$ cat src/rtl/decoder_grant_arbiter_if.sv
// Request/grant bundle between four requesters and the decoder grant arbiter.
// master: requester side drives req; slave: arbiter drives decoder select and status.
interface decoder_grant_arbiter_if;
    logic [3:0] req;
    logic       a;
    logic       b;
    logic [3:0] gnt;
    logic       gnt_vld;
    logic       busy;
    logic       timeout;

    modport master (
        output req,
        input  a, b, gnt, gnt_vld, busy, timeout
    );

    modport slave (
        input  req,
        output a, b, gnt, gnt_vld, busy, timeout
    );
endinterface

$ cat src/rtl/decoder_grant_arbiter.sv
// Round-robin arbiter sharing a 2-to-4 decoder (select {a,b}) among four requesters; 1-cycle grant latency.
// Grant held until release (or hold limit when DECODER_ARB_TIMEOUT_EN is defined), then a 1-cycle GAP.
module decoder_grant_arbiter #(
    parameter int MAX_HOLD = 8
) (
    input  logic                  clk,
    input  logic                  rst,
    decoder_grant_arbiter_if.slave bus
);
    typedef enum logic [1:0] {IDLE, GRANT, GAP} state_t;

    state_t     state, state_nx;
    logic [1:0] idx, idx_nx;
    logic [1:0] last, last_nx;
    logic [3:0] gnt, gnt_nx;
    logic       vld, vld_nx;
    logic       tmo, tmo_nx;
    logic [1:0] winner;
    logic [1:0] cand;
    logic       found;
    logic       hold_hit;

    if (MAX_HOLD < 1 || MAX_HOLD > 255) begin : g_bad_max_hold
        $error("MAX_HOLD must be in 1..255");
    end

`ifdef DECODER_ARB_TIMEOUT_EN
    localparam int HOLD_W = $clog2(MAX_HOLD + 1);
    logic [HOLD_W-1:0] hold_cnt, hold_nx;

    // Limit is checked before increment, so hold_cnt never reaches MAX_HOLD.
    assign hold_hit = (hold_cnt == HOLD_W'(MAX_HOLD - 1));

    always_ff @(posedge clk) begin
        if (rst) hold_cnt <= '0;
        else     hold_cnt <= hold_nx;
    end
`else
    assign hold_hit = 1'b0;
`endif

    // Scan last+1 .. last+4 (mod 4); the final step revisits last itself.
    always_comb begin
        winner = last;
        cand   = last;
        found  = 1'b0;
        for (int k = 1; k <= 4; k++) begin
            cand = last + k[1:0];
            if (!found && bus.req[cand]) begin
                winner = cand;
                found  = 1'b1;
            end
        end
    end

    always_comb begin
        state_nx = state;
        idx_nx   = idx;
        last_nx  = last;
        gnt_nx   = gnt;
        vld_nx   = vld;
        tmo_nx   = 1'b0;
`ifdef DECODER_ARB_TIMEOUT_EN
        hold_nx  = hold_cnt;
`endif
        case (state)
            IDLE: begin
                if (found) begin
                    state_nx = GRANT;
                    idx_nx   = winner;
                    gnt_nx   = 4'b0001 << winner;
                    vld_nx   = 1'b1;
`ifdef DECODER_ARB_TIMEOUT_EN
                    hold_nx  = '0;
`endif
                end
            end
            GRANT: begin
                if (!bus.req[idx]) begin
                    state_nx = GAP;
                    vld_nx   = 1'b0;
                    gnt_nx   = 4'b0000;
                    last_nx  = idx;
                end else if (hold_hit) begin
                    state_nx = GAP;
                    vld_nx   = 1'b0;
                    gnt_nx   = 4'b0000;
                    last_nx  = idx;
                    tmo_nx   = 1'b1;
                end else begin
`ifdef DECODER_ARB_TIMEOUT_EN
                    hold_nx  = hold_cnt + 1'b1;
`endif
                end
            end
            GAP:     state_nx = IDLE;
            default: state_nx = IDLE;
        endcase
    end

    always_ff @(posedge clk) begin
        if (rst) begin
            state <= IDLE;
            idx   <= 2'd0;
            last  <= 2'd3;
            gnt   <= 4'b0000;
            vld   <= 1'b0;
            tmo   <= 1'b0;
        end else begin
            state <= state_nx;
            idx   <= idx_nx;
            last  <= last_nx;
            gnt   <= gnt_nx;
            vld   <= vld_nx;
            tmo   <= tmo_nx;
        end
    end

    assign bus.a       = idx[1];
    assign bus.b       = idx[0];
    assign bus.gnt     = gnt;
    assign bus.gnt_vld = vld;
    assign bus.busy    = (state != IDLE);
    assign bus.timeout = tmo;
endmodule

$ cat src/flat_wrapper.sv
// flat-port wrapper written by rule: the top's interface ports become plain ports
module decoder_grant_arbiter_flat 
#(
    parameter int MAX_HOLD = 8
)
  (clk, rst, bus_req, bus_a, bus_b, bus_gnt, bus_gnt_vld, bus_busy, bus_timeout);
  decoder_grant_arbiter_if bus_i ();
  input  logic clk;
  input  logic rst;
  input wire logic [$bits(bus_i.req)-1:0] bus_req;
  output wire logic [$bits(bus_i.a)-1:0] bus_a;
  output wire logic [$bits(bus_i.b)-1:0] bus_b;
  output wire logic [$bits(bus_i.gnt)-1:0] bus_gnt;
  output wire logic [$bits(bus_i.gnt_vld)-1:0] bus_gnt_vld;
  output wire logic [$bits(bus_i.busy)-1:0] bus_busy;
  output wire logic [$bits(bus_i.timeout)-1:0] bus_timeout;
  assign bus_i.req = bus_req;
  assign bus_a = bus_i.a;
  assign bus_b = bus_i.b;
  assign bus_gnt = bus_i.gnt;
  assign bus_gnt_vld = bus_i.gnt_vld;
  assign bus_busy = bus_i.busy;
  assign bus_timeout = bus_i.timeout;
  decoder_grant_arbiter #(.MAX_HOLD(MAX_HOLD)) u_core (.clk(clk), .rst(rst), .bus(bus_i));
endmodule
$ cat config.mk
export PLATFORM = sky130hd
export DESIGN_NAME = decoder_grant_arbiter_flat
export DESIGN_NICKNAME = d
export VERILOG_FILES = /design/src/rtl/decoder_grant_arbiter_if.sv /design/src/rtl/decoder_grant_arbiter.sv /design/src/flat_wrapper.sv
export SDC_FILE = /design/constraint.sdc
export NUM_CORES = 1
export LEC_CHECK = 0
export ABC_AREA = 1
export CAP_MARGIN = 40
export CORE_MARGIN = 2
export CORE_UTILIZATION = 60
export CTS_CLUSTER_DIAMETER = 80
export DETAILED_ROUTE_END_ITERATION = 10
export DONT_BUFFER_PORTS = 1
export PLACE_DENSITY = 0.73
export SLEW_MARGIN = 0
export SYNTH_ARGS = -nofsm -noshare
export SYNTH_HDL_FRONTEND = slang
export SYNTH_SLANG_ARGS = --single-unit
$ cat constraint.sdc
create_clock -name clk -period 1.61 [get_ports clk]
set_input_delay 0.322 -clock clk [delete_from_list [all_inputs] [get_ports clk]]
set_output_delay 0.322 -clock clk [all_outputs]
set_load 0.02 [all_outputs]
==> flow_summary.json, run 1 <==
{
  "slowest_delay_ps": 330,
  "synth_area_leaders": "dfxtp_1 28%, nand2_1 20%, nand3_1 8.3%, nand2_2 5.6%, inv_1 4.3%",
  "min_from": "rst",
  "path_clk_slew_ps": 70,
  "die_y_um": 40.2,
  "setup_tns_ps": 0,
  "syn_area_sq_um": 786,
  "grt_pass1_wl_mm": 2.42,
  "grt_max_degree": 11,
  "drt_pass1_iterations": 4,
  "cts_buffer_depth": 2,
  "worstSetupEndpointType": "flip-flop",
  "die_w_um": 40.2,
  "worstHoldEndpoint": "u_core.bus.gnt[0]",
  "rsz0062_at_grt": "false",
  "switching_share": 0.549,
  "r2r-start": "u_core.last[0]",
  "timing.rr.end": "u_core.bus.gnt[2]",
  "fill_cells": 117,
  "critPathRequiredTime_ps": 1810,
  "seq_area_frac_synth": 0.280,
  "p_per_area_nw_per_um2": 2390,
  "crit_type": "flip-flop to flip-flop",
  "outcome": "finished clean",
  "min_period_over_period": 0.949,
  "syn_area_per_cell_sq_um": 6.39,
  "clock_skew_ps": 2.75,
  "critical-path-slowest-cell": "dfxtp_2",
  "clkPwrFrac": 0.084,
  "die-area_sq_um": 1620,
  "vias": 802,
  "wirelength_mm": 1.79,
  "cts_made_buffers": 3,
  "diodes": 0,
  "fin_cells": 145,
  "p_sw_mw": 1.21,
  "portBuffers": 0,
  "cts_tree": "yes",
  "synth_cell_types": 25,
  "root_buffer": "clkbuf_4",
  "placed_area_sq_um": 812,
  "r2r_cells": 12,
  "htreeDepth": 1,
  "postRouteAntennaNets": 0,
  "placedCellCount": 139,
  "hp-class": "input pin to flip-flop",
  "fp.coreArea_sq_um": 1270,
  "ys_warn_count": 0,
  "first_iter_violations": 11,
  "syn_to_final_growth_pct": 17.2,
  "max_freq_mhz": 654,
  "wl_per_cell_um": 12.3,
  "place.gp.congestion": 0.842,
  "clk_latency_ps": 260,
  "grt_pass1_vias": 582,
  "drc": 0,
  "finalSetupViolations": 0,
  "timing.critical_path.mode_cell": "nand2_1",
  "drive_gt1_frac": 0.308,
  "maxCapViolCount": 0,
  "finalCriticalPeriod_ps": 1530,
  "arrival_ps": 1730,
  "crit_chain": "buf_6, inv_8, nand2_1, nand2_2, nand2_1, nand2_4, inv_1, nand3_4, nand2_4, nor2_4, nand2_1, a21oi_2",
  "pwr-share-seq": 0.251,
  "stdcell_area_sq_um": 921,
  "via_per_inst": 5.53,
  "syn_inst": 123,
  "p_total_mw": 2.20,
  "overflow": 0,
  "ctsHoldBuffers": 0,
  "leakage_nw": 0.444,
  "synth_top_area_share": 0.280,
  "start_util": 0.619,
  "ir_worst_vdd_mv": 1.38,
  "boundaryPins": 15,
  "cp-start-kind": "flip-flop",
  "fin_nets": 137,
  "power_frac_comb": 0.665,
  "yosysTopAreaCell": "dfxtp_1",
  "grt_antenna_before_repair": 0,
  "reg2reg_slack_ps": 80,
  "final_max_slew_viol_count": 0,
  "intPower_mw": 0.992,
  "groute.usage.overall": 0.235,
  "critPathLaunch": "u_core.last[0]",
  "cts_sinks": 11,
  "hold-path-cell-count": 1,
  "synth_seq_cells": 11,
  "hpwl_mm": 1.29,
  "hold_violations": 0,
  "rows": 13,
  "syn_nets": 129,
  "crit_path_max_fanout": 10
}
-- synthesized netlist by cell type --
master	number
nor2_2	2
nand2_2	7
nor2_1	7
conb_1	1
nand3_1	13
dfxtp_1	11
buf_4	1
nand3_2	1
nand2_1	42
buf_6	1
nand2_4	3
nand3_4	1
o21ai_1	3
a21oi_1	5
o21ai_0	4
inv_1	9
a21oi_2	2
o211ai_1	2
buf_1	1
inv_2	2
a211oi_1	1
nor2_4	1
inv_8	1
clkinv_1	1
clkinv_2	1
-- final cells by class --
cell class	count	area, sq um	area share
Timing Repair Buffer	5	45.0	0.0489
Clock buffer	4	26.3	0.0285
Inverter	14	62.6	0.0679
Tap cell	15	18.8	0.0204
Multi-Input combinational cell	96	546	0.592
Sequential cell	11	223	0.242
-- per-layer routing --
layer | part of all wire | GRT usage
met1 | 0.47 | 0.297
met2 | 0.48 | 0.347
met3 | 0.044 | 0.111
met5 | 0 | 0
met4 | 0.0056 | 0.0833
-- logic make-up after synthesis --
group	after synthesis	share of synthesized area
other	1	0.00477
AND/OR/NAND/NOR	77	0.481
flip-flops	11	0.280
AO/OA/AOI/OAI	17	0.127
buffers and inverters	17	0.107
-- per-stage QoR --
stage / hold WS [ps] / util / worst slack, ps
after detailed placement: 388 / 0.640 / 66.5
after CTS: 102 / 0.661 / 55.6
final: 108 / 0.726 / 81.8
after global placement: 386 / 0.640 / 98.1
after global routing: 85.3 / 0.726 / 2.41
after floorplan: 542 / - / 235
-- state kept, by name, indices dropped and copies added, names as in the netlist --
register	count
u_core.bus.gnt	4
u_core.last	2
u_core.state	2
u_core.idx	2
u_core.bus.gnt_vld	1
-- critical path: cells and delay by family, from the launching register on --
family,cells,cell delay [ps]
simple gates,8,760
compound gates,1,110
buf+inv,3,270
flops,1,330
-- power groups by stage --
stage / logic (mW) / registers (mW) / clock network [mW]
finish: 1.46 / 0.551 / 0.184
global route: 1.60 / 0.567 / 0.207
CTS: 1.20 / 0.542 / 0.190
detailed placement: 1.19 / 0.549 / 0
global placement: 1.17 / 0.544 / 0
floorplan: 0.966 / 0.556 / 0
-- worst max-delay path by stage --
stage | endpoint | slack [ps] | cells after the start
floorplan | u_core.idx[0] | 240 | 12
global placement | u_core.bus.gnt[0] | 100 | 12
detailed placement | u_core.idx[1] | 70 | 13
CTS | u_core.idx[1] | 60 | 13
global route | u_core.bus.gnt[0] | 2 | 12
finish | u_core.bus.gnt[2] | 80 | 12
-- timing repair --
item | 4_1_cts | 5_1_grt
setup endpoints to repair | 0 | 6
resized for setup | 0 | 21
buffers inserted | 0 | 1
-- cell usage in the layout (no fill, tap or decap), drive strengths merged --
cell type,synthesis,final
dfxtp,11,11
nor2,10,10
buf,3,5
clkbuf,0,4
a211oi,1,1
conb,1,1
nand2,52,53
a21oi,7,7
o211ai,2,2
inv,12,13
clkinv,2,1
nand3,15,15
o21ai,7,7
No activity file was read; power rests on OpenSTA's default activity.
==> run 2: changes to the inputs <==
--- a/config.mk
+++ b/config.mk
@@ -8,11 +8,11 @@
 export ABC_AREA = 1
 export CAP_MARGIN = 40
 export CORE_MARGIN = 2
-export CORE_UTILIZATION = 60
+export CORE_UTILIZATION = 55
 export CTS_CLUSTER_DIAMETER = 80
 export DETAILED_ROUTE_END_ITERATION = 10
 export DONT_BUFFER_PORTS = 1
-export PLACE_DENSITY = 0.73
+export PLACE_DENSITY = 0.67
 export SLEW_MARGIN = 0
 export SYNTH_ARGS = -nofsm -noshare
 export SYNTH_HDL_FRONTEND = slang
==> run 2 against run 1 <==
Compared with the run above: critical path depth rose by 1; setup slack got worse by 31 ps; critical endpoint unchanged; critical path type unchanged; first-iteration DRC count grew to 3.4 times the previous value.
==> flow_summary.json, run 2 (synthesized netlist as in run 1, its figures left out) <==
{
  "grt_pass1_vias": 655,
  "p_sw_mw": 1.33,
  "setup_tns_ps": 0,
  "placed_area_sq_um": 817,
  "drive_gt1_frac": 0.403,
  "layout_commonest_cell": "nand2_1",
  "crit_type": "flip-flop to flip-flop",
  "die_w_um": 41.8,
  "worstSetupEndpointType": "flip-flop",
  "clock_skew_ps": 3.01,
  "via_per_inst": 5.58,
  "stdcell_area_sq_um": 1020,
  "die_y_um": 41.8,
  "grt_pass1_wl_mm": 2.75,
  "top_register": "u_core.bus.gnt",
  "diodes": 0,
  "hp-class": "input pin to flip-flop",
  "wl_per_cell_um": 13.7,
  "min_period_over_period": 0.968,
  "intPower_mw": 1.09,
  "syn_to_final_growth_pct": 29.8,
  "crit_path_max_fanout": 10,
  "clk_latency_ps": 270,
  "htreeDepth": 1,
  "rows": 13,
  "fp.coreArea_sq_um": 1320,
  "final_max_slew_viol_count": 0,
  "vias": 831,
  "max_freq_mhz": 641,
  "grt_antenna_before_repair": 0,
  "switching_share": 0.551,
  "leakage_nw": 0.496,
  "first_iter_violations": 37,
  "hpwl_mm": 1.22,
  "final_cell_mix": "29 x nand2_1, 13 x nand2_2, 13 x nand3_1",
  "drc": 0,
  "critPathRequiredTime_ps": 1820,
  "pwr-share-seq": 0.229,
  "cts_made_buffers": 3,
  "critical-path-slowest-cell": "dfxtp_2",
  "cts_sinks": 11,
  "ir_worst_vdd_mv": 1.24,
  "p_per_area_nw_per_um2": 2380,
  "holdWs_ps": 104,
  "cts_tree": "yes",
  "cp-start-kind": "flip-flop",
  "finalSetupViolations": 0,
  "final_util": 0.774,
  "portBuffers": 0,
  "place.gp.congestion": 0.866,
  "clkPwrFrac": 0.077,
  "placedCellCount": 138,
  "die-area_sq_um": 1750,
  "arrival_ps": 1760,
  "fin_cells": 149,
  "postRouteAntennaNets": 0,
  "rsz0062_at_grt": "true",
  "hold_violations": 0,
  "grt_max_degree": 11,
  "groute.usage.overall": 0.202,
  "wirelength_mm": 2.04,
  "fin_nets": 141,
  "largest_reg_flops": 4,
  "power_frac_comb": 0.694,
  "drt_pass1_iterations": 5,
  "crit_chain": "buf_12, clkinv_8, nand2_4, nand2_4, nand2_4, buf_4, nand3_1, nand2_1, nand2_2, nand2_2, nor2_4, nand2_2, a21oi_2",
  "start_util": 0.596,
  "finalCriticalPeriod_ps": 1560,
  "slowest_delay_ps": 330,
  "outcome": "finished clean",
  "overflow": 0,
  "path_clk_slew_ps": 70,
  "maxCapViolCount": 0,
  "cts_buffer_depth": 2,
  "root_buffer": "clkbuf_4",
  "boundaryPins": 15
}
[run 2: what timing repair did]
item | in CTS | in global routing
hold endpoints to repair | 0 | 0
gates resized for setup | 0 | 36
hold buffers | 0 | 0
setup endpoints to repair | 0 | 6
buffers inserted | 0 | 6
[run 2: power by group through the flow]
stage                     registers (mW)  logic, mW  clock network [mW]
after floorplan                    0.556      0.966                   0
after global placement             0.551       1.19                   0
after detailed placement           0.550       1.20                   0
after CTS                          0.544       1.20               0.191
after global routing               0.567       1.82               0.209
final                              0.554       1.68               0.187
[run 2: layout make-up]
type / instances / area, sq um
Fill cell: 105 / 298
Sequential cell: 11 / 223
Timing Repair Buffer: 9 / 80.1
Clock buffer: 4 / 26.3
Inverter: 14 / 70.1
Tap cell: 15 / 18.8
Multi-Input combinational cell: 96 / 602
[run 2: worst max-delay path: cells and delay by family (launching register included)]
kind                   cells  cell delay, ps
AND/OR/NAND/NOR            9             700
buffers and inverters      3             350
flip-flops                 1             330
AO/OA/AOI/OAI              1             120
[run 2: layer usage]
| layer | track usage | part of all wire |
|---|---|---|
| met1 | 0.278 | 0.43 |
| met3 | 0.0957 | 0.079 |
| met4 | 0.0581 | 0.0039 |
| met2 | 0.278 | 0.49 |
| met5 | 0 | 0 |
[run 2: path summary, 6_finish.rpt]
path,slack [ps],from,cells after the start,to
min reg2reg,520,u_core.idx[1],2,u_core.last[1]
max,50,u_core.last[0],13,u_core.bus.gnt[2]
max reg2reg,50,u_core.last[0],13,u_core.bus.gnt[2]
min,100,rst,1,u_core.bus.gnt[1]
[run 2: through the flow]
stage / setup WS, ps / power [mW]
after floorplan: 235 / 1.52
after global placement: 64.0 / 1.74
after detailed placement: 62.5 / 1.75
after CTS: 47.0 / 1.94
after global routing: -42.6 / 2.59
final: 50.8 / 2.42
==> run 3: changes to the inputs <==
--- a/config.mk
+++ b/config.mk
@@ -9,6 +9,7 @@
 export CAP_MARGIN = 40
 export CORE_MARGIN = 2
 export CORE_UTILIZATION = 55
+export CTS_BUF_LIST = sky130_fd_sc_hd__clkbuf_8
 export CTS_CLUSTER_DIAMETER = 80
 export DETAILED_ROUTE_END_ITERATION = 10
 export DONT_BUFFER_PORTS = 1
==> run 3 against run 2 <==
Compared with the run above: design area decreased by 4.3%; setup slack improved by 42 ps; clock skew is 2.4 ps lower; clock-buffer cell count is 1 lower; sequential share of layout area is 0.98 points higher; die area unchanged; register-to-register slack better by 40 ps; routed wire length fell by 12%; combinational power down 8%; total power shrank 2.1%; critical endpoint is now u_core.idx[0].
==> flow_summary.json, run 3 (synthesized netlist as in run 1, its figures left out) <==
{
  "cp-start-kind": "flip-flop",
  "drc": 0,
  "largest_reg_flops": 4,
  "finalCriticalPeriod_ps": 1520,
  "grt_pass1_wl_mm": 2.73,
  "grt_pass1_vias": 658,
  "leakage_nw": 0.472,
  "top_register": "u_core.bus.gnt",
  "placed_area_sq_um": 817,
  "cts_made_buffers": 3,
  "groute.usage.overall": 0.199,
  "via_per_inst": 5.41,
  "die_w_um": 41.8,
  "arrival_ps": 1650,
  "grt_antenna_before_repair": 0,
  "ctsHoldBuffers": 0,
  "cts_sinks": 11,
  "critPathRequiredTime_ps": 1740,
  "clock_skew_ps": 0.564,
  "crit_type": "flip-flop to flip-flop",
  "die-area_sq_um": 1750,
  "rows": 13,
  "max_freq_mhz": 659,
  "portBuffers": 0,
  "vias": 790,
  "reg2reg_slack_ps": 90,
  "p_total_mw": 2.37,
  "fill_cells": 118,
  "htreeDepth": 1,
  "overflow": 0,
  "placedCellCount": 138,
  "min_period_over_period": 0.943,
  "place.gp.congestion": 0.866,
  "hp-class": "input pin to flip-flop",
  "critPathLaunch": "u_core.last[0]",
  "multi_input_area_sq_um": 569,
  "drive_gt1_frac": 0.351,
  "outcome": "finished clean",
  "crit_end": "u_core.idx[0]",
  "maxCapViolCount": 0,
  "stdcell_area_sq_um": 976,
  "layout_commonest_cell": "nand2_1",
  "seq_area_sq_um": 223,
  "r2r_cells": 12,
  "cts_buffer_depth": 2,
  "fin_cells": 146,
  "r2r-start": "u_core.last[0]",
  "hpwl_mm": 1.22,
  "p_per_area_nw_per_um2": 2430,
  "diodes": 0,
  "timing.rr.end": "u_core.idx[0]",
  "cts_tree": "yes",
  "crit_path_max_fanout": 10,
  "fp.coreArea_sq_um": 1320,
  "ir_worst_vdd_mv": 1.28,
  "hold_violations": 0,
  "worstSetupEndpointType": "flip-flop",
  "boundaryPins": 15,
  "drt_pass1_iterations": 4,
  "finalSetupViolations": 0,
  "holdWs_ps": 140,
  "die_y_um": 41.8,
  "wirelength_mm": 1.80,
  "wl_per_cell_um": 12.3,
  "clk_latency_ps": 240,
  "path_clk_slew_ps": 50,
  "final_cell_mix": "34 x nand2_1, 13 x nand3_1, 12 x nand2_2",
  "fin_nets": 138,
  "rsz0062_at_grt": "true",
  "grt_max_degree": 11,
  "root_buffer": "clkbuf_8",
  "final_max_slew_viol_count": 0,
  "first_iter_violations": 24,
  "start_util": 0.596,
  "syn_to_final_growth_pct": 24.2,
  "postRouteAntennaNets": 0
}
-- run 3: cell count changes in the layout (fill, tap and decap cells not counted), sizes merged --
cell	change
inv	+2
clkinv	-1
clkbuf	-1
buf	-3
-- run 3: stage by stage --
stage	worst slack, ps	TNS [ps]	utilization
2_1_floorplan	235	0	-
3_3_place_gp	64.0	0	0.620
3_5_place_dp	62.5	0	0.620
4_1_cts	51.4	0	0.654
5_1_grt	-21.5	-79.0	0.741
6_report	92.4	0	0.741
-- run 3: critical path, cell delays in order (launching register included) --
cell and delay (ps):
dfxtp_2 330, buf_12 120, inv_8 50, nand2_2 70
nand2_4 70, nand2_4 110, nand2_8 70, nor2_4 140
nand3_4 120, nand2_4 110, inv_2 50, o21ai_2 100
nor2_1 40
-- run 3: timing repair --
action / CTS / global route
endpoints found under the setup margin: 0 / 6
buffers inserted: 0 / 3
resized for setup: 0 / 25
-- run 3: power by group --
| part | internal [mW] | switching (mW) | total [mW] | leakage (nW) |
|---|---|---|---|---|
| Combinational | 0.559 | 0.995 | 1.55 | 0.355 |
| Clock | 0.167 | 0.100 | 0.267 | 0.0269 |
| Sequential | 0.391 | 0.159 | 0.551 | 0.0900 |
-- run 3: cell type report --
cell class	instances	share of cell area
Clock buffer	3	0.0423
Clock inverter	1	0.00385
Inverter	14	0.0641
Multi-Input combinational cell	96	0.583
Sequential cell	11	0.228
Tap cell	15	0.0192
Timing Repair Buffer	6	0.0590
-- run 3: metal layers --
metal / routed length (um) / GRT usage
met1: 871 / 0.278
met2: 772 / 0.278
met3: 135 / 0.0826
met4: 16 / 0.0581
met5: 0 / 0
-- run 3: how the worst min path moves through the flow --
stage                         start           endpoint  slack, ps  cells after the start
detailed placement              rst  u_core.bus.gnt[0]        390                      1
floorplan           u_core.state[0]    u_core.state[0]        540                      4
global placement                rst  u_core.bus.gnt[2]        390                      1
global route                    rst  u_core.bus.gnt[2]        140                      1
finish                          rst  u_core.bus.gnt[1]        140                      1
CTS                             rst  u_core.bus.gnt[0]        140                      1
